File: src/rtl/aha_clock_gate_ctrl.sv
// -----------------------------------------------------------------------------
// aha_clock_gate_ctrl
//
// Purpose:
//   Auto-gating controller for the functional enable (E) of a single AhaClockGate
//   ICG cell. It runs on the free-running source clock that also feeds the ICG
//   CP pin. When the downstream domain has been idle for a programmable
//   hysteresis, the controller gates the clock. It re-enables the clock on
//   activity, force-on or a wake request, and it reports readiness through a
//   4-phase req/ack handshake once a fixed settle time has passed. It also
//   keeps a saturating count of gating events.
//
// Ports:
//   CLK          in   free-running source clock (same net as ICG CP)
//   RESETn       in   asynchronous active-low reset
//   AUTO_EN      in   enables automatic gating
//   IDLE         in   domain idle, synchronous to CLK
//   IDLE_THRESH  in   idle cycles required before gating (quasi-static)
//   FORCE_ON     in   keeps or returns the clock on
//   WAKE_REQ     in   4-phase wake request
//   CNT_CLR      in   synchronous clear of GATE_CNT
//   CLK_EN       out  drives ICG E; low only while gated
//   WAKE_ACK     out  high when the clock is running and settled
//   GATED        out  high while the clock is gated
//   GATE_CNT     out  saturating count of entries into the gated state
//
// Handshake (WAKE_REQ / WAKE_ACK, 4-phase):
//   A requester raises WAKE_REQ and holds it until it sees WAKE_ACK=1. It may
//   drop WAKE_REQ after that. While WAKE_REQ is high, gating cannot start, so
//   WAKE_ACK stays high for the whole REQ-high phase once it has risen. The
//   ICG TE pin is driven outside this block by DFT scan-enable.
// -----------------------------------------------------------------------------
module aha_clock_gate_ctrl #(
  parameter int THRESH_W      = 8,
  parameter int SETTLE_CYCLES = 4,
  parameter int GCNT_W        = 16
) (
  input  logic                CLK,
  input  logic                RESETn,
  input  logic                AUTO_EN,
  input  logic                IDLE,
  input  logic [THRESH_W-1:0] IDLE_THRESH,
  input  logic                FORCE_ON,
  input  logic                WAKE_REQ,
  input  logic                CNT_CLR,
  output logic                CLK_EN,
  output logic                WAKE_ACK,
  output logic                GATED,
  output logic [GCNT_W-1:0]   GATE_CNT
);

  typedef enum logic [1:0] {
    ST_RUN   = 2'd0,
    ST_COUNT = 2'd1,
    ST_GATED = 2'd2,
    ST_WAKE  = 2'd3
  } state_e;

  localparam logic [7:0] SETTLE_LOAD = 8'(SETTLE_CYCLES - 1);

  state_e              state_q, state_d;
  logic [THRESH_W-1:0] idle_cnt_q, idle_cnt_d;
  logic [7:0]          settle_cnt_q, settle_cnt_d;
  logic [GCNT_W-1:0]   gate_cnt_q, gate_cnt_d;
  logic                hold;
  logic                gate_entry;

  // Conditions that allow the clock to be, or to stay, gated.
  assign hold = AUTO_EN & IDLE & ~FORCE_ON & ~WAKE_REQ;

  always_ff @(posedge CLK or negedge RESETn) begin
    if (!RESETn) begin
      state_q      <= ST_RUN;
      idle_cnt_q   <= '0;
      settle_cnt_q <= '0;
      gate_cnt_q   <= '0;
    end else begin
      state_q      <= state_d;
      idle_cnt_q   <= idle_cnt_d;
      settle_cnt_q <= settle_cnt_d;
      gate_cnt_q   <= gate_cnt_d;
    end
  end

  always_comb begin
    state_d      = state_q;
    idle_cnt_d   = idle_cnt_q;
    settle_cnt_d = settle_cnt_q;
    gate_entry   = 1'b0;
    case (state_q)
      ST_RUN: begin
        if (hold) begin
          state_d    = ST_COUNT;
          idle_cnt_d = IDLE_THRESH;
        end
      end
      ST_COUNT: begin
        // An abort has priority over gating in the same cycle.
        if (!hold) begin
          state_d = ST_RUN;
        end else if (idle_cnt_q == '0) begin
          state_d    = ST_GATED;
          gate_entry = 1'b1;
        end else begin
          idle_cnt_d = idle_cnt_q - 1'b1;
        end
      end
      ST_GATED: begin
        if (!hold) begin
          state_d      = ST_WAKE;
          settle_cnt_d = SETTLE_LOAD;
        end
      end
      ST_WAKE: begin
        // Settling cannot be aborted: the clock is already running again.
        if (settle_cnt_q == '0) begin
          state_d = ST_RUN;
        end else begin
          settle_cnt_d = settle_cnt_q - 1'b1;
        end
      end
      default: state_d = ST_RUN;
    endcase
  end

  // A clear wins over an increment that happens in the same cycle.
  always_comb begin
    gate_cnt_d = gate_cnt_q;
    if (CNT_CLR) begin
      gate_cnt_d = '0;
    end else if (gate_entry && !(&gate_cnt_q)) begin
      gate_cnt_d = gate_cnt_q + GCNT_W'(1);
    end
  end

  // The outputs are decoded only from flops, so no input reaches them combinationally.
  assign CLK_EN   = (state_q != ST_GATED);
  assign GATED    = (state_q == ST_GATED);
  assign WAKE_ACK = (state_q == ST_RUN) || (state_q == ST_COUNT);
  assign GATE_CNT = gate_cnt_q;

endmodule

File: config.mk
export PLATFORM = sky130hd
export DESIGN_NAME = aha_clock_gate_ctrl
export DESIGN_NICKNAME = d
export VERILOG_FILES = /design/src/rtl/aha_clock_gate_ctrl.sv
export SDC_FILE = /design/constraint.sdc
export NUM_CORES = 1
export LEC_CHECK = 0
export ABC_CLOCK_PERIOD_IN_PS = 2300
export CORE_UTILIZATION = 40
export DETAILED_ROUTE_END_ITERATION = 10
export GPL_TIMING_DRIVEN = 0
export HOLD_SLACK_MARGIN = 0.03
export PLACE_DENSITY = 0.66
export SETUP_SLACK_MARGIN = 0.4
export SLEW_MARGIN = 20
export SYNTH_ARGS = -nofsm -noshare
export SYNTH_HDL_FRONTEND = slang
export SYNTH_SLANG_ARGS = --single-unit
File: constraint.sdc
create_clock -name CLK -period 2.3 [get_ports CLK]
set_input_delay 0.345 -clock CLK [delete_from_list [all_inputs] [get_ports CLK]]
set_output_delay 0.345 -clock CLK [all_outputs]
set_load 0.03 [all_outputs]
==> results.md, run 1 <==
* Status: finished, violations left
* Failing checks: DRC
* Clock sinks at 34
* Max Clk Rate at 0.494 GHz
* TritonCTS buffer count at 5
* 1st-pass router iterations at 10
* Critical-path cell list: inv_2 -> ha_4 -> nor3b_4 -> nand4_4 -> or4_4 -> nor3_4 -> mux2_4
* Synth Cell Area at 1900 um^2
* Synth Register Bits at 34
* Worst IR Drop VDD at 0.416 mV
* Post-layout util at 62.1%
* DIE WIDTH at 70.9 um
* DR WL/cell at 14.6 um
* Design area at 2760 um^2
* TNS Setup at 0 ps
* Syn nets at 232
* Register Area at 856 um^2
* Area of the multi-input gates at 1150 um^2
* Placed instance count at 297
* Launch point of the worst path: idle_cnt_q[1]
* Remaining DRCs at 8
* Min Tclk post-route at 2020 ps
* Setup Skew at 6.89 ps
* Largest net degree at the start of global routing at 26
* Asr flop ratio synth at 100%
* Pwr dens at 833 nW/um^2
* Slew margin rel. at 62.4%
* Transition time of the tightest slew-check pin at 562 ps
* Crit. End Element: register
* First-pass GRT wire length at 7510 um
* Core area at 4440 um^2
* Die area at 5030 um^2
* Remaining Overflow, GRT at 0
* Slowest CP cell: or4_4
* Clock-pin slew on the worst setup and hold paths at 70 ps
* Crit-path max FO at 6
* Via Count at 1766
* Final worst slack at 277 ps
* Crit path required time at 2470 ps
* Worst setup SP type: register
* Fin. max-slew vios at 0
* Starting Density at 42.7%
* Buffers on Ports at 32
* DR iter-0 viols at 109
* Library cells used by synthesis at 42
* Top delay family on crit path: simple AND/OR/NAND/NOR gates
* Placed Area at 2310 um^2
* CTS H-tree depth at 2
* Fin Hold WS at 440 ps
* # fillers at 388
* Crit path DAT at 2190 ps
* Crit path buf inv count at 1
* Nets at 292
* Reg2reg setup slack at 280 ps
* # Max-Cap Violations at 0
* Worst R2R Path Depth at 7
* Final Hold Vio Count at 0
* DP HPWL at 2970 um
* Reg2reg end: GATE_CNT[15]
* Worst reg2reg startpoint: idle_cnt_q[1]
* Top FF cell, synth: dfrtp_1
* Leak at 1.13 nW
* Cell row count at 24
* Area contributors post-synth: dfrtp_1 (45%), nor2_1 (5.7%), xnor2_1 (5.1%), a21oi_1 (4.2%), nor3_1 (3.4%)
* Clock insertion delay at the later pin of the skew report at 280 ps
* Synth area leader: dfrtp_1
* Critical path endpoint: GATE_CNT[15]
* Routability-driven placement congestion ratio at 0.772
* Yosys warns at 0
* Clk buf depth at 2
* Worst Hold Class: input pin to register
* CTS tree: done
* Register area share after synthesis at 44.8%
* Initial antenna violation count at 0
* GRT Overall Usage at 19.2%
* Post-synth top area share at 44.8%
* Total wire length at 4740 um
* Crit path largest cell delay at 500 ps
* Final period utilization at 88.0%
* Area delta synth->final at 45.3%
* Most instantiated cells after synthesis: dfrtp_1 (34), nor2_1 (29), a21oi_1 (16), nand2_1 (16), nor3_1 (13)
* Share of layout cells above drive strength 1 at 23.1%
* Vias per inst at 5.43
* Final setup viols at 0
* Final Total Pwr at 2.30 mW
* Unrepaired setup endpoints after global routing: true
* Die Y-Extent at 70.9 um
* Syn Area/Cell at 8.96 um^2
* Final non-filler cell total at 325
* Post-synth EDFFs at 0
* Number of global-route vias before repair at 1668
* Setup CP Type: register to register
* Post-Synthesis Cells at 212
* Pre-CTS setup slack at -189 ps
* Post-DRT Antenna Nets at 0
* Ports at 34
* Root Driver: clkbuf_8
* Antenna Cells at 0
* CP Depth at 7
* Most numerous cell in the Yosys netlist: dfrtp_1
==> state kept, by name (all words and copies together) (netlist names), named ones only <==
| signal | count |
|---|---|
| idle_cnt_q | 8 |
| settle_cnt_q | 8 |
| state_q | 1 |
| GATE_CNT | 16 |
==> repair_timing <==
action	4_1_cts	5_1_grt
endpoints found under the setup margin	20	20
hold buffers	1	0
resized for setup	19	25
buffers inserted	12	7
hold endpoints to repair	9	0
cloned	0	0
pin swaps	7	14
==> area by class of cell <==
cell class                 count  share of cell area (%)
timing repair buffer          53                    17.9
clock inverter                 1                    1.09
clock buffer                   7                    3.13
sequential                    34                    31.0
buffer                         7                    1.32
multi-input combinational    161                    41.8
tap                           52                    2.36
inverter                      10                    1.36
==> routing by layer <==
layer,GRT usage (%),wire (um),part of all wire [%]
met1,24.7,2190,46
met2,31.1,2370,50
met3,4.70,141,3.0
met4,7.56,29,0.61
met5,0,0,0
==> worst min path at each step <==
stage,start,end,slack [ps],cells past startpoint
final,CNT_CLR,GATE_CNT[8],440,2
after detailed placement,RESETn,settle_cnt_q[6],240,1
after global placement,settle_cnt_q[0],settle_cnt_q[0],490,1
after global routing,CNT_CLR,GATE_CNT[8],460,2
after floorplan,RESETn,GATE_CNT[0],50,0
after CTS,CNT_CLR,GATE_CNT[8],430,2
==> report_power, final <==
part,switching [mW],internal [mW]
sequential,0.142,0.712
clock,0.221,0.354
combinational,0.479,0.390
total,0.841,1.46
==> layout by cell type (no fill, tap or decap), types with 5 or more instances in the layout <==
cell type        Yosys  final
nand2_1             16     15
nand3_1             10     10
or3_1                5      5
clkbuf_8             0      6
nor3_1              13      8
nor2_1              29     27
dfrtp_1             34     30
a21oi_1             16     15
clkdlybuf4s50_1      0     27
xnor2_1             11     11
buf_4                0     16
o21ai_0              7      6
inv_1               10      8
==> cells by family (layout without fill, tap and decap cells) <==
group	Yosys count	in the layout	share of synthesized area, %
adder cells (fa/ha/maj)	5	5	3.29
AND/OR/NAND/NOR	104	104	29.4
AO/OA/AOI/OAI	35	35	11.0
XOR/XNOR	15	15	6.92
buffers and inverters	17	78	3.43
multiplexers	2	2	1.19
flip-flops	34	34	44.8
Note: power is estimated with default switching activity, not from simulation.
==> run 2: changes to the inputs <==
--- a/config.mk
+++ b/config.mk
@@ -6,11 +6,10 @@
 export NUM_CORES = 1
 export LEC_CHECK = 0
 export ABC_CLOCK_PERIOD_IN_PS = 2300
-export CORE_UTILIZATION = 40
+export CORE_UTILIZATION = 34
 export DETAILED_ROUTE_END_ITERATION = 10
 export GPL_TIMING_DRIVEN = 0
 export HOLD_SLACK_MARGIN = 0.03
-export PLACE_DENSITY = 0.66
 export SETUP_SLACK_MARGIN = 0.4
 export SLEW_MARGIN = 20
 export SYNTH_ARGS = -nofsm -noshare
==> run 2 against run 1 <==
  * The run now ends clean
  * Wire length is 0.44% higher
  * Setup slack worse by 120 ps
  * Hold slack better by 20 ps
  * Largest power group is now sequential cells
==> results.md, run 2 (same netlist as run 1, synthesis figures left out) <==
* Logic pwr share at 35.3% (-2.5 points)
* Core area at 5240 um^2 (+18%)
* Transition time of the tightest slew-check pin at 568 ps (+6.06 ps)
* Root Driver: clkbuf_8
* # Max-Cap Violations at 0 (unchanged)
* Final setup viols at 0 (unchanged)
* Crit. End Element: register
* DIE WIDTH at 76.7 um (+8.2%)
* Cell row count at 26 (+8.3%)
* Worst IR Drop VDD at 0.442 mV (+6.1%)
* Most frequent cells in the layout: dfrtp_1 (31), clkdlybuf4s50_1 (28), nor2_1 (26)
* Pre-CTS setup slack at -217 ps (-27.1 ps)
* Ports at 34 (unchanged)
* 1st-pass router iterations at 4 (-6)
* Final Hold Vio Count at 0 (unchanged)
* Slew margin rel. at 62.0% (-0.41 points)
* DR iter-0 viols at 88 (-19%)
* DR WL/cell at 14.2 um (-2.8%)
* Final non-filler cell total at 336 (+3.4%)
* Worst R2R Path Depth at 7 (unchanged)
* Fin Hold WS at 459 ps (+19.6 ps)
* Min Tclk post-route at 2140 ps (+119 ps)
* Unrepaired setup endpoints after global routing: true
* Starting Density at 36.3% (-6.5 points)
* Placed instance count at 315 (+6.1%)
* Max reg flops at 16 (unchanged)
* Launch point of the worst path: WAKE_REQ
* Worst Hold Class: input pin to register
* Initial antenna violation count at 0 (unchanged)
* Crit path DAT at 2320 ps (+130 ps)
* Total wire length at 4760 um (+0.44%)
* First-pass GRT wire length at 7670 um (+2.0%)
* Remaining Overflow, GRT at 0 (unchanged)
* Setup CP Type: input pin to register
* Area delta synth->final at 46.1%
* Via Count at 1751 (-0.85%)
* Largest net degree at the start of global routing at 26 (unchanged)
* Max Clk Rate at 0.467 GHz (-5.6%)
* Routability-driven placement congestion ratio at 0.747 (-3.1%)
* Reg2reg setup slack at 160 ps (-120 ps)
* Setup Skew at 4.38 ps (-2.51 ps)
* Worst reg2reg startpoint: idle_cnt_q[0]
* Nets at 285 (-2.4%)
* DP HPWL at 3050 um (+2.8%)
* Crit-path max FO at 6 (unchanged)
* Clock-pin slew on the worst setup and hold paths at 70 ps (about the same)
* Remaining DRCs at 0 (-8)
* Buffers on Ports at 32 (unchanged)
* Sw Ratio at 39.5% (+2.9 points)
* Internal power at 1.21 mW (-17%)
* Leak at 1.08 nW (-4.2%)
* Worst setup SP type: input pin
* Vias per inst at 5.21 (-4.1%)
* CTS tree: done
* Reg2reg end: GATE_CNT[15]
* Clock sinks at 34 (unchanged)
* TritonCTS buffer count at 5 (unchanged)
* Share of layout cells above drive strength 1 at 21.4% (-1.6 points)
* Antenna Cells at 0 (unchanged)
* Fin. max-slew vios at 0 (unchanged)
* Post-DRT Antenna Nets at 0 (unchanged)
* Sequential power share at 42.5% (+5.3 points)
* Clock insertion delay at the later pin of the skew report at 290 ps (about the same)
* Die area at 5890 um^2 (+17%)
* Status: complete, no violations
* Clk buf depth at 2 (unchanged)
* Pwr dens at 722 nW/um^2 (-13%)
* Commonest non-fill, non-tap cell in the layout: dfrtp_1
* Critical path endpoint: GATE_CNT[15]
* # fillers at 463 (+19%)
* Number of global-route vias before repair at 1614 (-3.2%)
* GRT Overall Usage at 16.3% (-2.9 points)
* CTS H-tree depth at 2 (unchanged)
* Final worst slack at 158 ps (-119 ps)
* Clock Power Share at 22.1% (-2.9 points)
* Die Y-Extent at 76.7 um (+8.2%)
* Final period utilization at 93.1% (+5.2 points)
* P_sw at 792 uW (-5.9%)
* Final Total Pwr at 2.00 mW (-13%)
* Crit path required time at 2480 ps (about the same)
[run 2: worst min path at each step]
stage / cells past startpoint / end / slack (ps) / from
detailed placement: 1 / GATE_CNT[13] / 250 / RESETn
floorplan: 0 / GATE_CNT[0] / 50 / RESETn
global route: 2 / GATE_CNT[0] / 470 / RESETn
CTS: 2 / GATE_CNT[8] / 440 / CNT_CLR
global placement: 1 / settle_cnt_q[0] / 500 / settle_cnt_q[0]
finish: 2 / GATE_CNT[8] / 460 / CNT_CLR
[run 2: cell type report]
cell class / count / area, um^2 / share of cell area (%)
plain buffers: 7 / 40.0 / 1.44
well taps: 70 / 87.6 / 3.16
clock inverters: 2 / 10.0 / 0.361
multi-input cells: 161 / 1200 / 43.1
flip-flops and latches: 34 / 855 / 30.8
repair buffers: 46 / 477 / 17.2
clock buffers: 6 / 72.6 / 2.61
inverters: 10 / 37.5 / 1.35
[run 2: metal layers]
layer  GRT usage, %  share of wire (%)  vias to the layer above
met5              0                  0                        -
met4           5.77                1.2                        0
met3           4.05                4.3                        7
met2           25.4                 47                       39
met1           21.8                 47                      844
li1               -                  -                      861
[run 2: timing repair]
item                                    in CTS  in global routing
cloned                                       0                  1
setup buffers                                4                  7
resized for setup                           12                 38
pin swaps                                    5                 20
endpoints found under the hold margin        9                  0
endpoints found under the setup margin      20                 18
hold buffers                                 1                  0
[run 2: worst max-delay path, cell delays in order]
cell	delay, ps
clkdlybuf4s50_1	410
and4bb_2	350
nand4_2	150
or4_4	600
nor3_4	150
mux2_4	320
[run 2: power by group through the flow]
stage / clock [mW] / sequential (mW) / combinational [mW]
floorplan: 0 / 0.822 / 0.467
global route: 0.482 / 0.865 / 0.798
detailed placement: 0 / 0.852 / 0.646
global placement: 0 / 0.848 / 0.633
finish: 0.444 / 0.852 / 0.708
CTS: 0.468 / 0.847 / 0.690
[run 2: stage by stage]
stage / setup TNS [ps] / instance area (um^2) / utilization, %
after floorplan: 0 / 1910 / -
after global placement: -705 / 2320 / 44.3
after detailed placement: -573 / 2340 / 44.6
after CTS: 0 / 2490 / 47.6
after global routing: 0 / 2780 / 53.0
final: 0 / 2780 / 53.0
